===== config.mk =====
export PLATFORM = sky130hd
export DESIGN_NAME = led_pwm_ctrl
export DESIGN_NICKNAME = d
export VERILOG_FILES = /design/src/rtl/led_pwm_ctrl.sv
export SDC_FILE = /design/constraint.sdc
export NUM_CORES = 1
export LEC_CHECK = 0
export CORE_ASPECT_RATIO = 1.75
export CORE_MARGIN = 3
export CORE_UTILIZATION = 57
export CTS_CLUSTER_DIAMETER = 200
export CTS_CLUSTER_SIZE = 16
export DETAILED_ROUTE_END_ITERATION = 12
export PLACE_DENSITY = 0.78
export SLEW_MARGIN = 20
export SYNTH_ARGS = -nofsm -noshare
export SYNTH_HDL_FRONTEND = slang
export SYNTH_SLANG_ARGS = --single-unit

===== constraint.sdc =====
create_clock -name clk -period 8.7 [get_ports clk]
set_input_delay 2.175 -clock clk [delete_from_list [all_inputs] [get_ports clk]]
set_output_delay 2.175 -clock clk [all_outputs]
set_load 0.05 [all_outputs]

===== src/rtl/led_pwm_ctrl.sv =====
// rtl/led_pwm_ctrl.sv - multi-channel LED PWM controller with prescaler, shadowed duties and blink
//
// Purpose: NUM_CH PWM channels share a PWM_BITS counter advanced by a
// programmable prescaler tick. Duty cycles are double-buffered (shadow ->
// active on each period wrap), and an optional blink gate switches all
// channels on/off every BLINK_LEN+1 periods.
//
// Ports:
//   clk, reset        single clock, asynchronous active-high reset
//   wr_en, rd_en      register write / read strobes
//   addr, wdata       word register index and write data
//   rdata, rd_valid   registered read data, qualified one cycle after rd_en
//   pwm_out           registered channel pins (on XOR ACTIVE_LOW)
//   period_tick       one-cycle pulse per PWM period wrap
module led_pwm_ctrl #(
    parameter int NUM_CH        = 4,
    parameter int PWM_BITS      = 8,
    parameter int PRESCALE_BITS = 16,
    parameter bit ACTIVE_LOW    = 1'b1
) (
    input  logic              clk,
    input  logic              reset,
    input  logic              wr_en,
    input  logic              rd_en,
    input  logic [4:0]        addr,
    input  logic [31:0]       wdata,
    output logic [31:0]       rdata,
    output logic              rd_valid,
    output logic [NUM_CH-1:0] pwm_out,
    output logic              period_tick
);

    localparam logic [NUM_CH-1:0] IDLE_PINS = {NUM_CH{ACTIVE_LOW}};

    logic [1:0]               ctrl_q, ctrl_d;
    logic [PRESCALE_BITS-1:0] prescale_q, prescale_d;
    logic [7:0]               blink_len_q, blink_len_d;
    logic [PWM_BITS:0]        shadow_q [NUM_CH];
    logic [PWM_BITS:0]        shadow_d [NUM_CH];
    logic [PWM_BITS:0]        active_q [NUM_CH];
    logic [PWM_BITS:0]        active_d [NUM_CH];
    logic [PRESCALE_BITS-1:0] pre_cnt_q, pre_cnt_d;
    logic [PWM_BITS-1:0]      pwm_cnt_q, pwm_cnt_d;
    logic [7:0]               blink_cnt_q, blink_cnt_d;
    logic                     blink_phase_q, blink_phase_d;
    logic [NUM_CH-1:0]        pwm_out_q, pwm_out_d;
    logic                     period_tick_q, period_tick_d;
    logic [31:0]              rdata_q, rdata_d;
    logic                     rd_valid_q, rd_valid_d;

    logic              enable;
    logic              blink;
    logic              tick;
    logic              wrap;
    logic [NUM_CH-1:0] on;

    assign enable = ctrl_q[0];
    assign blink  = ctrl_q[1];

    always_comb begin
        ctrl_d        = ctrl_q;
        prescale_d    = prescale_q;
        blink_len_d   = blink_len_q;
        shadow_d      = shadow_q;
        active_d      = active_q;
        pre_cnt_d     = pre_cnt_q;
        pwm_cnt_d     = pwm_cnt_q;
        blink_cnt_d   = blink_cnt_q;
        blink_phase_d = blink_phase_q;
        rdata_d       = rdata_q;
        rd_valid_d    = rd_en;
        tick          = 1'b0;
        wrap          = 1'b0;
        on            = '0;

        // Reads sample the current (pre-write) register state.
        if (rd_en) begin
            rdata_d = '0;
            case (addr)
                5'd0: rdata_d = 32'(ctrl_q);
                5'd1: rdata_d = 32'(prescale_q);
                5'd2: rdata_d = 32'(blink_len_q);
                default: begin
                    for (int i = 0; i < NUM_CH; i++) begin
                        if (addr == 5'(16 + i)) rdata_d = 32'(shadow_q[i]);
                    end
                end
            endcase
        end

        if (wr_en) begin
            case (addr)
                5'd0: ctrl_d      = wdata[1:0];
                5'd1: prescale_d  = wdata[PRESCALE_BITS-1:0];
                5'd2: blink_len_d = wdata[7:0];
                default: begin
                    for (int i = 0; i < NUM_CH; i++) begin
                        if (addr == 5'(16 + i)) shadow_d[i] = wdata[PWM_BITS:0];
                    end
                end
            endcase
        end

        if (!enable) begin
            pre_cnt_d     = '0;
            pwm_cnt_d     = '0;
            blink_cnt_d   = '0;
            blink_phase_d = 1'b1;
            active_d      = shadow_q;
        end else begin
            // >= keeps the prescaler from running the long way round if
            // PRESCALE is lowered below the current count.
            tick      = (pre_cnt_q >= prescale_q);
            pre_cnt_d = tick ? '0 : pre_cnt_q + PRESCALE_BITS'(1);
            if (tick) pwm_cnt_d = pwm_cnt_q + PWM_BITS'(1);
            wrap = tick && (pwm_cnt_q == '1);
            if (wrap) begin
                active_d = shadow_q;
                if (blink) begin
                    if (blink_cnt_q == blink_len_q) begin
                        blink_phase_d = ~blink_phase_q;
                        blink_cnt_d   = '0;
                    end else begin
                        blink_cnt_d = blink_cnt_q + 8'd1;
                    end
                end
            end
            for (int i = 0; i < NUM_CH; i++) begin
                on[i] = ({1'b0, pwm_cnt_q} < active_q[i]) && (!blink || blink_phase_q);
            end
        end

        period_tick_d = wrap;
        pwm_out_d     = on ^ IDLE_PINS;
    end

    always_ff @(posedge clk or posedge reset) begin
        if (reset) begin
            ctrl_q        <= '0;
            prescale_q    <= '0;
            blink_len_q   <= '0;
            shadow_q      <= '{default: '0};
            active_q      <= '{default: '0};
            pre_cnt_q     <= '0;
            pwm_cnt_q     <= '0;
            blink_cnt_q   <= '0;
            blink_phase_q <= 1'b1;
            pwm_out_q     <= IDLE_PINS;
            period_tick_q <= 1'b0;
            rdata_q       <= '0;
            rd_valid_q    <= 1'b0;
        end else begin
            ctrl_q        <= ctrl_d;
            prescale_q    <= prescale_d;
            blink_len_q   <= blink_len_d;
            shadow_q      <= shadow_d;
            active_q      <= active_d;
            pre_cnt_q     <= pre_cnt_d;
            pwm_cnt_q     <= pwm_cnt_d;
            blink_cnt_q   <= blink_cnt_d;
            blink_phase_q <= blink_phase_d;
            pwm_out_q     <= pwm_out_d;
            period_tick_q <= period_tick_d;
            rdata_q       <= rdata_d;
            rd_valid_q    <= rd_valid_d;
        end
    end

    assign rdata       = rdata_q;
    assign rd_valid    = rd_valid_q;
    assign pwm_out     = pwm_out_q;
    assign period_tick = period_tick_q;

endmodule


==> results of run 1 <==
==> Yosys cell counts, drive strengths merged, types with 4 or more instances <==
cell type  number
dfrtp         148
mux2           98
a222oi          6
o41ai           5
nand2b          8
nand4           4
dfstp           5
and3            9
nand3          28
nor3b           4
a21o           12
clkbuf         12
xnor2           6
inv            65
a31oi           5
a31o           10
buf            28
xor2           19
nor3            4
a21oi          26
o21ai          27
nand2          48
nor2           37
ha             47
mux2i          13
==> metrics by stage <==
step | cell area [um^2] | power (uW) | hold WS, ps
finish | 9100 | 2120 | 510
global route | 9100 | 2210 | 522
CTS | 9090 | 2130 | 512
detailed placement | 8500 | 1380 | 494
global placement | 8500 | 1350 | 493
floorplan | 8080 | 1260 | 472
==> registers in the layout (all words and copies together), names as in the netlist, 4 cells and up <==
register,flops
rdata,16
pwm_out,4
shadow_q,36
prescale_q,16
pre_cnt_q,16
blink_len_q,8
blink_cnt_q,8
active_q,36
pwm_cnt_q,8
==> cell type report <==
cell class | count | area (um^2)
clock inverters | 14 | 161
multi-input cells | 459 | 3730
clock buffers | 18 | 429
flip-flops and latches | 153 | 3830
repair buffers | 49 | 478
inverters | 65 | 249
well taps | 174 | 218
fillers | 1010 | 4490
==> power by group <==
group	switching [uW]	leakage [uW]	internal [uW]
Clock	318	0.000273	430
Sequential	91.6	0.00199	830
Combinational	233	0.00212	216
Total	643	0.00439	1480
==> worst min path at each step <==
| stage | start | slack, ps | cells after the start | endpoint |
|---|---|---|---|---|
| 2_1_floorplan | blink_cnt_q[7] | 470 | 1 | blink_cnt_q[7] |
| 3_3_place_gp | active_q[30] | 490 | 1 | active_q[30] |
| 3_5_place_dp | active_q[20] | 490 | 1 | active_q[20] |
| 4_1_cts | active_q[31] | 510 | 1 | active_q[31] |
| 5_1_grt | active_q[24] | 520 | 1 | active_q[24] |
| 6_report | active_q[31] | 510 | 1 | active_q[31] |
==> layer usage <==
layer  share of wire [%]  up-vias
li1                    -     2500
met1                  36     2791
met2                  56      154
met3                 3.8       54
met4                 4.2        0
met5                   0        -
==> cell families after synthesis <==
| family | share of synthesized area (%) |
|---|---|
| AND/OR/NAND/NOR | 9.67 |
| adder cells (fa/ha/maj) | 7.33 |
| buffers and inverters | 6.52 |
| AO/OA/AOI/OAI | 8.25 |
| flip-flops | 47.8 |
| XOR/XNOR | 2.73 |
| multiplexers | 17.6 |
| other | 0.0468 |
==> worst max-delay path, delay by kind of cell <==
| family | cells | cell delay (ps) |
|---|---|---|
| and+or+nand+nor | 3 | 2250 |
| buffers and inverters | 1 | 980 |
| muxes | 1 | 480 |
==> flow_summary.ini, run 1 <==
[status]
status = finished clean

[cells_and_area]
drive_gt1_share_pct = 21.4
layout_commonest_cell = dfrtp_1
area_growth_pct = 13.5
final_cells = 932
nNetsFinal = 833
antenna-diode-count = 0
post-route-util_pct = 66.9
final_cell_mix = dfrtp_1, mux2_2, inv_1

[die]
core_um2 = 13600
ios = 79
die_width_um = 95.7
die_area_um2 = 15600
die_h_um = 163
rows = 56
initial_utilization_pct = 59.0

[logic_synthesis]
seq_area_frac_synth_pct = 47.8
synth_edf_count = 0
synthFlopType = dfrtp_1
syn_area_um2 = 8020
synth_cell_types = 52
synth_area_leaders = dfrtp_1, mux2_2, ha_1, mux2_4, inv_1
ys_ff_latch = 153
synth_top_area_cell = dfrtp_1
async_flop_share_pct = 100
synth_top_cell_area_share_pct = 46.2
syn_area_per_cell_um2 = 11.4
synthCells = 702
ys_warn_count = 0

[grt]
grtUsageMet3_pct = 4.39
grt_pass1_wl_um = 30100
antenna_found_initial = 0
grt_pass1_vias = 5875
grt_use_met1_pct = 28.2
grt_use_met2_pct = 46.1
grt_overflow = 0
grt_usage_pct = 25.4
grt_max_degree = 83
busiest_layer = met2

[clocking]
post_cts_resized = 0
cts_setup_buffers = 0
cts_root_buf = clkbuf_16
htreeDepth = 4
clock_path_buffers = 2
cts_tree = done
clock_sinks = 153
clk_pin_slew_worst_paths_ps = 60
clk_latency_ps = 430
numCtsBuffers = 17
hold_buffers = 0

[detailed_routing]
routed_via_density = 5.90
wl_per_cell_um = 20.0
routed_wl_um = 18600
postRouteAntennaNets = 0
drc = 0
dr.pass1.iters = 5
vias = 5499
initialDrtViolationCount = 369

[timing]
setup_viol = 0
fin_crit_sh_pct = 64.3
tightest_slew_ps = 925
maxSlewHeadroom_pct = 38.3
clock.fmax_mhz = 179
min_period_ps = 5600
rsz0062_at_grt = no
setup-tns-final_ps = 0
finalMaxSlewViolations = 0
final.setup_skew_ps = 10.8
final-hold-violation-count = 0
fin_ws_ps = 3100

[flow_run]
max-cap-violations = 0

[place]
place_ws_ps = 2650
place_inst = 900
gp_congestion = 0.896
dpl.hpwl_um = 13000
portBuffers = 46

[worst_setup_path]
critPathRequiredTime_ps = 9000
r2r-end = active_q[32]
crit_path_start = addr[0]
cp-endpoint = prescale_q[10]
rr_worst_depth = 8
slowest_stage = clkdlybuf4s50_1
critPathArrivalTime_ps = 5900
critPathKind = input port to flop
cp_cell_sequence = clkdlybuf4s50_1 > nor2b_1 > and2_0 > nand2_1 > mux2_2
critPathMaxFanout = 17
cp-start-kind = input port
rr_startpoint = prescale_q[15]
end_kind = flop
max_stage_delay_ps = 980
rrSetupSlack_ps = 5700

[power_and_ir_drop]
power_density_nw_per_um2 = 233
ir_drop_mv = 0.213
cellLeakagePower_uw = 0.00439

[hold_path]
min_path_type = flop to flop
(Power assumes the default switching activity.)
==> inputs of run 2 (changes only) <==
--- a/config.mk
+++ b/config.mk
@@ -7,11 +7,11 @@
 export LEC_CHECK = 0
 export CORE_ASPECT_RATIO = 1.75
 export CORE_MARGIN = 3
-export CORE_UTILIZATION = 57
+export CORE_UTILIZATION = 52
 export CTS_CLUSTER_DIAMETER = 200
 export CTS_CLUSTER_SIZE = 16
 export DETAILED_ROUTE_END_ITERATION = 12
-export PLACE_DENSITY = 0.78
+export PLACE_DENSITY = 0.75
 export SLEW_MARGIN = 20
 export SYNTH_ARGS = -nofsm -noshare
 export SYNTH_HDL_FRONTEND = slang
==> constraint.sdc (replaced) <==
create_clock -name clk -period 4.8 [get_ports clk]
set_input_delay 1.2 -clock clk [delete_from_list [all_inputs] [get_ports clk]]
set_output_delay 1.2 -clock clk [all_outputs]
set_load 0.05 [all_outputs]
==> flow_summary.ini, run 2 (synthesized netlist as in run 1, its figures left out) <==
[clocking]
hold_buffers = 0
htreeDepth = 4
clock_path_buffers = 2
clk_pin_slew_worst_paths_ps = 70
numCtsBuffers = 17
cts_root_buf = clkbuf_16
post_cts_resized = 0
cts_tree = done
cts_setup_buffers = 0
clk_latency_ps = 420
clock_sinks = 153

[detailed_routing]
postRouteAntennaNets = 0
initialDrtViolationCount = 302
routed_via_density = 5.76
drc = 0
routed_wl_um = 18400
wl_per_cell_um = 19.4
dr.pass1.iters = 8
vias = 5448

[cells_and_area]
drive_gt1_share_pct = 21.8
final_cell_mix = dfrtp_1, mux2_2, inv_1
area_growth_pct = 14.1
nNetsFinal = 838
reg.largest.list = active_q: 36 flops, shadow_q: 36 flops
antenna-diode-count = 0
layout_commonest_cell = dfrtp_1

[die]
ios = 79
die_width_um = 99.9
rows = 59
die_h_um = 170
initial_utilization_pct = 53.5
core_um2 = 15000
die_area_um2 = 17000

[power_and_ir_drop]
swShare_pct = 30.4
combPwrFrac_pct = 21.4
cellLeakagePower_uw = 0.00442
power_density_nw_per_um2 = 421
clkPwrFrac_pct = 35.1
power_frac_seq_pct = 43.5
p_switching_uw = 1170
ir_drop_mv = 0.292
p_int_uw = 2680

[timing]
clock.fmax_mhz = 301
finalMaxSlewViolations = 0
min_period_ps = 3320
holdWs_ps = 511
tightest_slew_ps = 1080
maxSlewHeadroom_pct = 27.9
fin_crit_sh_pct = 69.1
setup_viol = 0
final-hold-violation-count = 0
rsz0062_at_grt = no
final.setup_skew_ps = 11.4
setup-tns-final_ps = 0

[worst_setup_path]
rrSetupSlack_ps = 1480
cp-start-kind = flop
critPathMaxFanout = 29
rr_worst_depth = 9
r2r-end = active_q[18]
end_kind = flop
critPathRequiredTime_ps = 5110
rr_startpoint = prescale_q[15]
critPathKind = flop to flop
critPathArrivalTime_ps = 3620

[place]
portBuffers = 46
gp_congestion = 0.842
dpl.hpwl_um = 13400

[hold_path]
hold_end = active_q[29]
hp-start = active_q[29]
min_path_type = flop to flop
hold_depth = 1

[status]
status = finished clean

[flow_run]
max-cap-violations = 0

[grt]
grt_pass1_wl_um = 30500
grt_overflow = 0
grt_usage_pct = 23.0
grt_pass1_vias = 6032
grt_max_degree = 99
antenna_found_initial = 0
-- run 2: layer usage --
layer | share of wire [%] | global-route usage, % | vias up
met5 | 0 | 0 | -
met4 | 4.9 | 11.5 | 0
met3 | 3.5 | 3.94 | 54
met2 | 55 | 42.7 | 162
met1 | 36 | 24.6 | 2719
li1 | - | - | 2513
-- run 2: worst max-delay path by stage --
| stage | start | to |
|---|---|---|
| after floorplan | reset | active_q[0] |
| after global placement | addr[0] | prescale_q[15] |
| after detailed placement | addr[0] | prescale_q[5] |
| after CTS | prescale_q[15] | active_q[19] |
| after global routing | prescale_q[15] | active_q[19] |
| final | prescale_q[15] | active_q[18] |
-- run 2: power by group through the flow --
stage	Sequential (uW)	Combinational, uW	Clock, uW
finish	1680	825	1350
global route	1700	900	1420
CTS	1670	834	1360
detailed placement	1690	824	0
global placement	1680	787	0
floorplan	1680	610	0
-- run 2: worst max-delay path, cell delays in order, from the launching register on --
cell	delay (ps)
dfrtp_1	370
inv_1	50
ha_1	320
nand4_1	150
nor3_2	350
a31oi_4	210
nand2_4	240
a41o_2	840
buf_4	340
mux2_4	320
-- run 2: layout make-up --
cell class | instances | area (um^2)
clock buffer | 18 | 429
timing repair buffer | 54 | 533
multi-input combinational | 459 | 3720
inverter | 65 | 248
fill | 1156 | 5830
tap | 183 | 229
sequential | 153 | 3830
clock inverter | 14 | 161
-- run 2: per-stage QoR --
step	setup WS (ps)	cell area, um^2	cells	util, %	total power, uW
5_1_grt	1340	9160	946	61.1	4020
6_report	1480	9160	946	61.1	3850
3_3_place_gp	1300	8560	914	57.2	2460
2_1_floorplan	1670	8080	717	-	2290
3_5_place_dp	1260	8560	914	57.2	2520
4_1_cts	1470	9160	946	61.1	3870
==> inputs of run 3 (changes only) <==
==> constraint.sdc (replaced) <==
create_clock -name clk -period 2.9 [get_ports clk]
set_input_delay 0.725 -clock clk [delete_from_list [all_inputs] [get_ports clk]]
set_output_delay 0.725 -clock clk [all_outputs]
set_load 0.05 [all_outputs]
==> flow_summary.ini, run 3 (synthesized netlist as in run 1, its figures left out) <==
[clocking]
clock_sinks = 153
htreeDepth = 4
clock_path_buffers = 2
cts_setup_buffers = 0
numCtsBuffers = 17
clk_latency_ps = 430
cts_root_buf = clkbuf_16
hold_buffers = 0
cts_tree = done
post_cts_resized = 0
clk_pin_slew_worst_paths_ps = 70

[detailed_routing]
routed_via_density = 5.83
routed_wl_um = 18800
dr.pass1.iters = 5
initialDrtViolationCount = 294
postRouteAntennaNets = 0
wl_per_cell_um = 19.5
vias = 5601
drc = 0

[timing]
final.setup_skew_ps = 11.8
holdWs_ps = 509
rsz0062_at_grt = no
final-hold-violation-count = 0
clock.fmax_mhz = 387
setup_viol = 0
setup-tns-final_ps = 0
fin_crit_sh_pct = 89.1
tightest_slew_ps = 623
min_period_ps = 2580
maxSlewHeadroom_pct = 58.5
finalMaxSlewViolations = 0

[worst_setup_path]
cp_cell_sequence = ha_1 > nand4_1 > nor3_2 > a31oi_4 > nand2_4 > buf_4 > nand3_1 > o41ai_1
critPathMaxFanout = 18
critPathArrivalTime_ps = 2880
crit_path_start = pre_cnt_q[13]
cp-start-kind = flop
end_kind = flop
slowest_stage = o41ai_1
critPathRequiredTime_ps = 3200
rr_worst_depth = 8
cp-endpoint = blink_cnt_q[5]
critPathKind = flop to flop
rrSetupSlack_ps = 320
r2r-end = blink_cnt_q[5]
max_stage_delay_ps = 440
rr_startpoint = pre_cnt_q[13]

[die]
rows = 59
ios = 79
die_h_um = 170
die_area_um2 = 17000
die_width_um = 99.9
core_um2 = 15000
initial_utilization_pct = 53.5

[power_and_ir_drop]
ir_drop_mv = 0.483
power_density_nw_per_um2 = 686
cellLeakagePower_uw = 0.00451

[cells_and_area]
fill_cells = 1170
drive_gt1_share_pct = 23.4
area_growth_pct = 15.8
final_cell_mix = dfrtp_1, mux2_2, inv_1
final_cells = 961
antenna-diode-count = 0
reg.largest.list = active_q: 36 flops, shadow_q: 36 flops
layout_commonest_cell = dfrtp_1
nNetsFinal = 853

[place]
dpl.hpwl_um = 13900
portBuffers = 46
place_inst = 929
gp_congestion = 0.871

[grt]
grt_pass1_wl_um = 30800
grt_max_degree = 69
grt_usage_pct = 23.3
grt_pass1_vias = 5993
grt_overflow = 0
antenna_found_initial = 0

[flow_run]
max-cap-violations = 0

[status]
status = finished clean

[hold_path]
hp-start = active_q[32]
min_path_type = flop to flop
==> run 3: cell types whose count changed in the layout (fill, tap and decap cells not counted), sizes merged <==
cell,before,now
clkinv,4,1
clkinvlp,3,1
buf,8,23
bufinv,2,0
inv,70,77
==> run 3: worst min path at each step <==
stage | to | slack [ps] | cells after the start
final | active_q[32] | 510 | 1
after global placement | active_q[30] | 490 | 1
after detailed placement | active_q[16] | 490 | 1
after floorplan | blink_cnt_q[7] | 470 | 1
after CTS | active_q[32] | 510 | 1
after global routing | active_q[11] | 530 | 1
==> run 3: cell type report <==
| cell class | count | area (um^2) | area share [%] |
|---|---|---|---|
| sequential | 153 | 3830 | 41.3 |
| multi-input combinational | 459 | 3720 | 40.0 |
| timing repair buffer | 69 | 671 | 7.22 |
| clock buffer | 18 | 439 | 4.73 |
| inverter | 65 | 248 | 2.67 |
| tap | 183 | 229 | 2.46 |
| clock inverter | 14 | 148 | 1.59 |
==> run 3: through the flow <==
| step | utilization [%] | setup WS [ps] | total power [uW] | cell area [um^2] |
|---|---|---|---|---|
| after detailed placement | 58.1 | 133 | 4190 | 8700 |
| after floorplan | - | 248 | 3790 | 8080 |
| after global placement | 58.1 | 224 | 4110 | 8700 |
| after global routing | 62.0 | 86.6 | 6650 | 9290 |
| after CTS | 62.0 | 310 | 6400 | 9290 |
| final | 62.0 | 315 | 6370 | 9290 |
==> run 3: power breakdown <==
| group | total [uW] | internal (uW) | switching (uW) |
|---|---|---|---|
| registers | 2750 | 2490 | 261 |
| logic | 1410 | 680 | 729 |
| clock network | 2210 | 1180 | 1030 |
==> run 3: critical path: cells and delay by family, from the launching register on <==
kind | cells | cell delay, ps
AO/OA/AOI/OAI | 2 | 640
adder cells (fa/ha/maj) | 1 | 330
flip-flops | 1 | 420
buffers and inverters | 1 | 230
AND/OR/NAND/NOR | 4 | 830
==> run 3: metal layers <==
layer	vias to the layer above	global-route usage [%]	part of all wire [%]
met1	2850	25.3	36
met5	-	0	0
met4	0	11.8	4.9
met3	46	4.14	3.2
li1	2548	-	-
met2	157	42.5	56
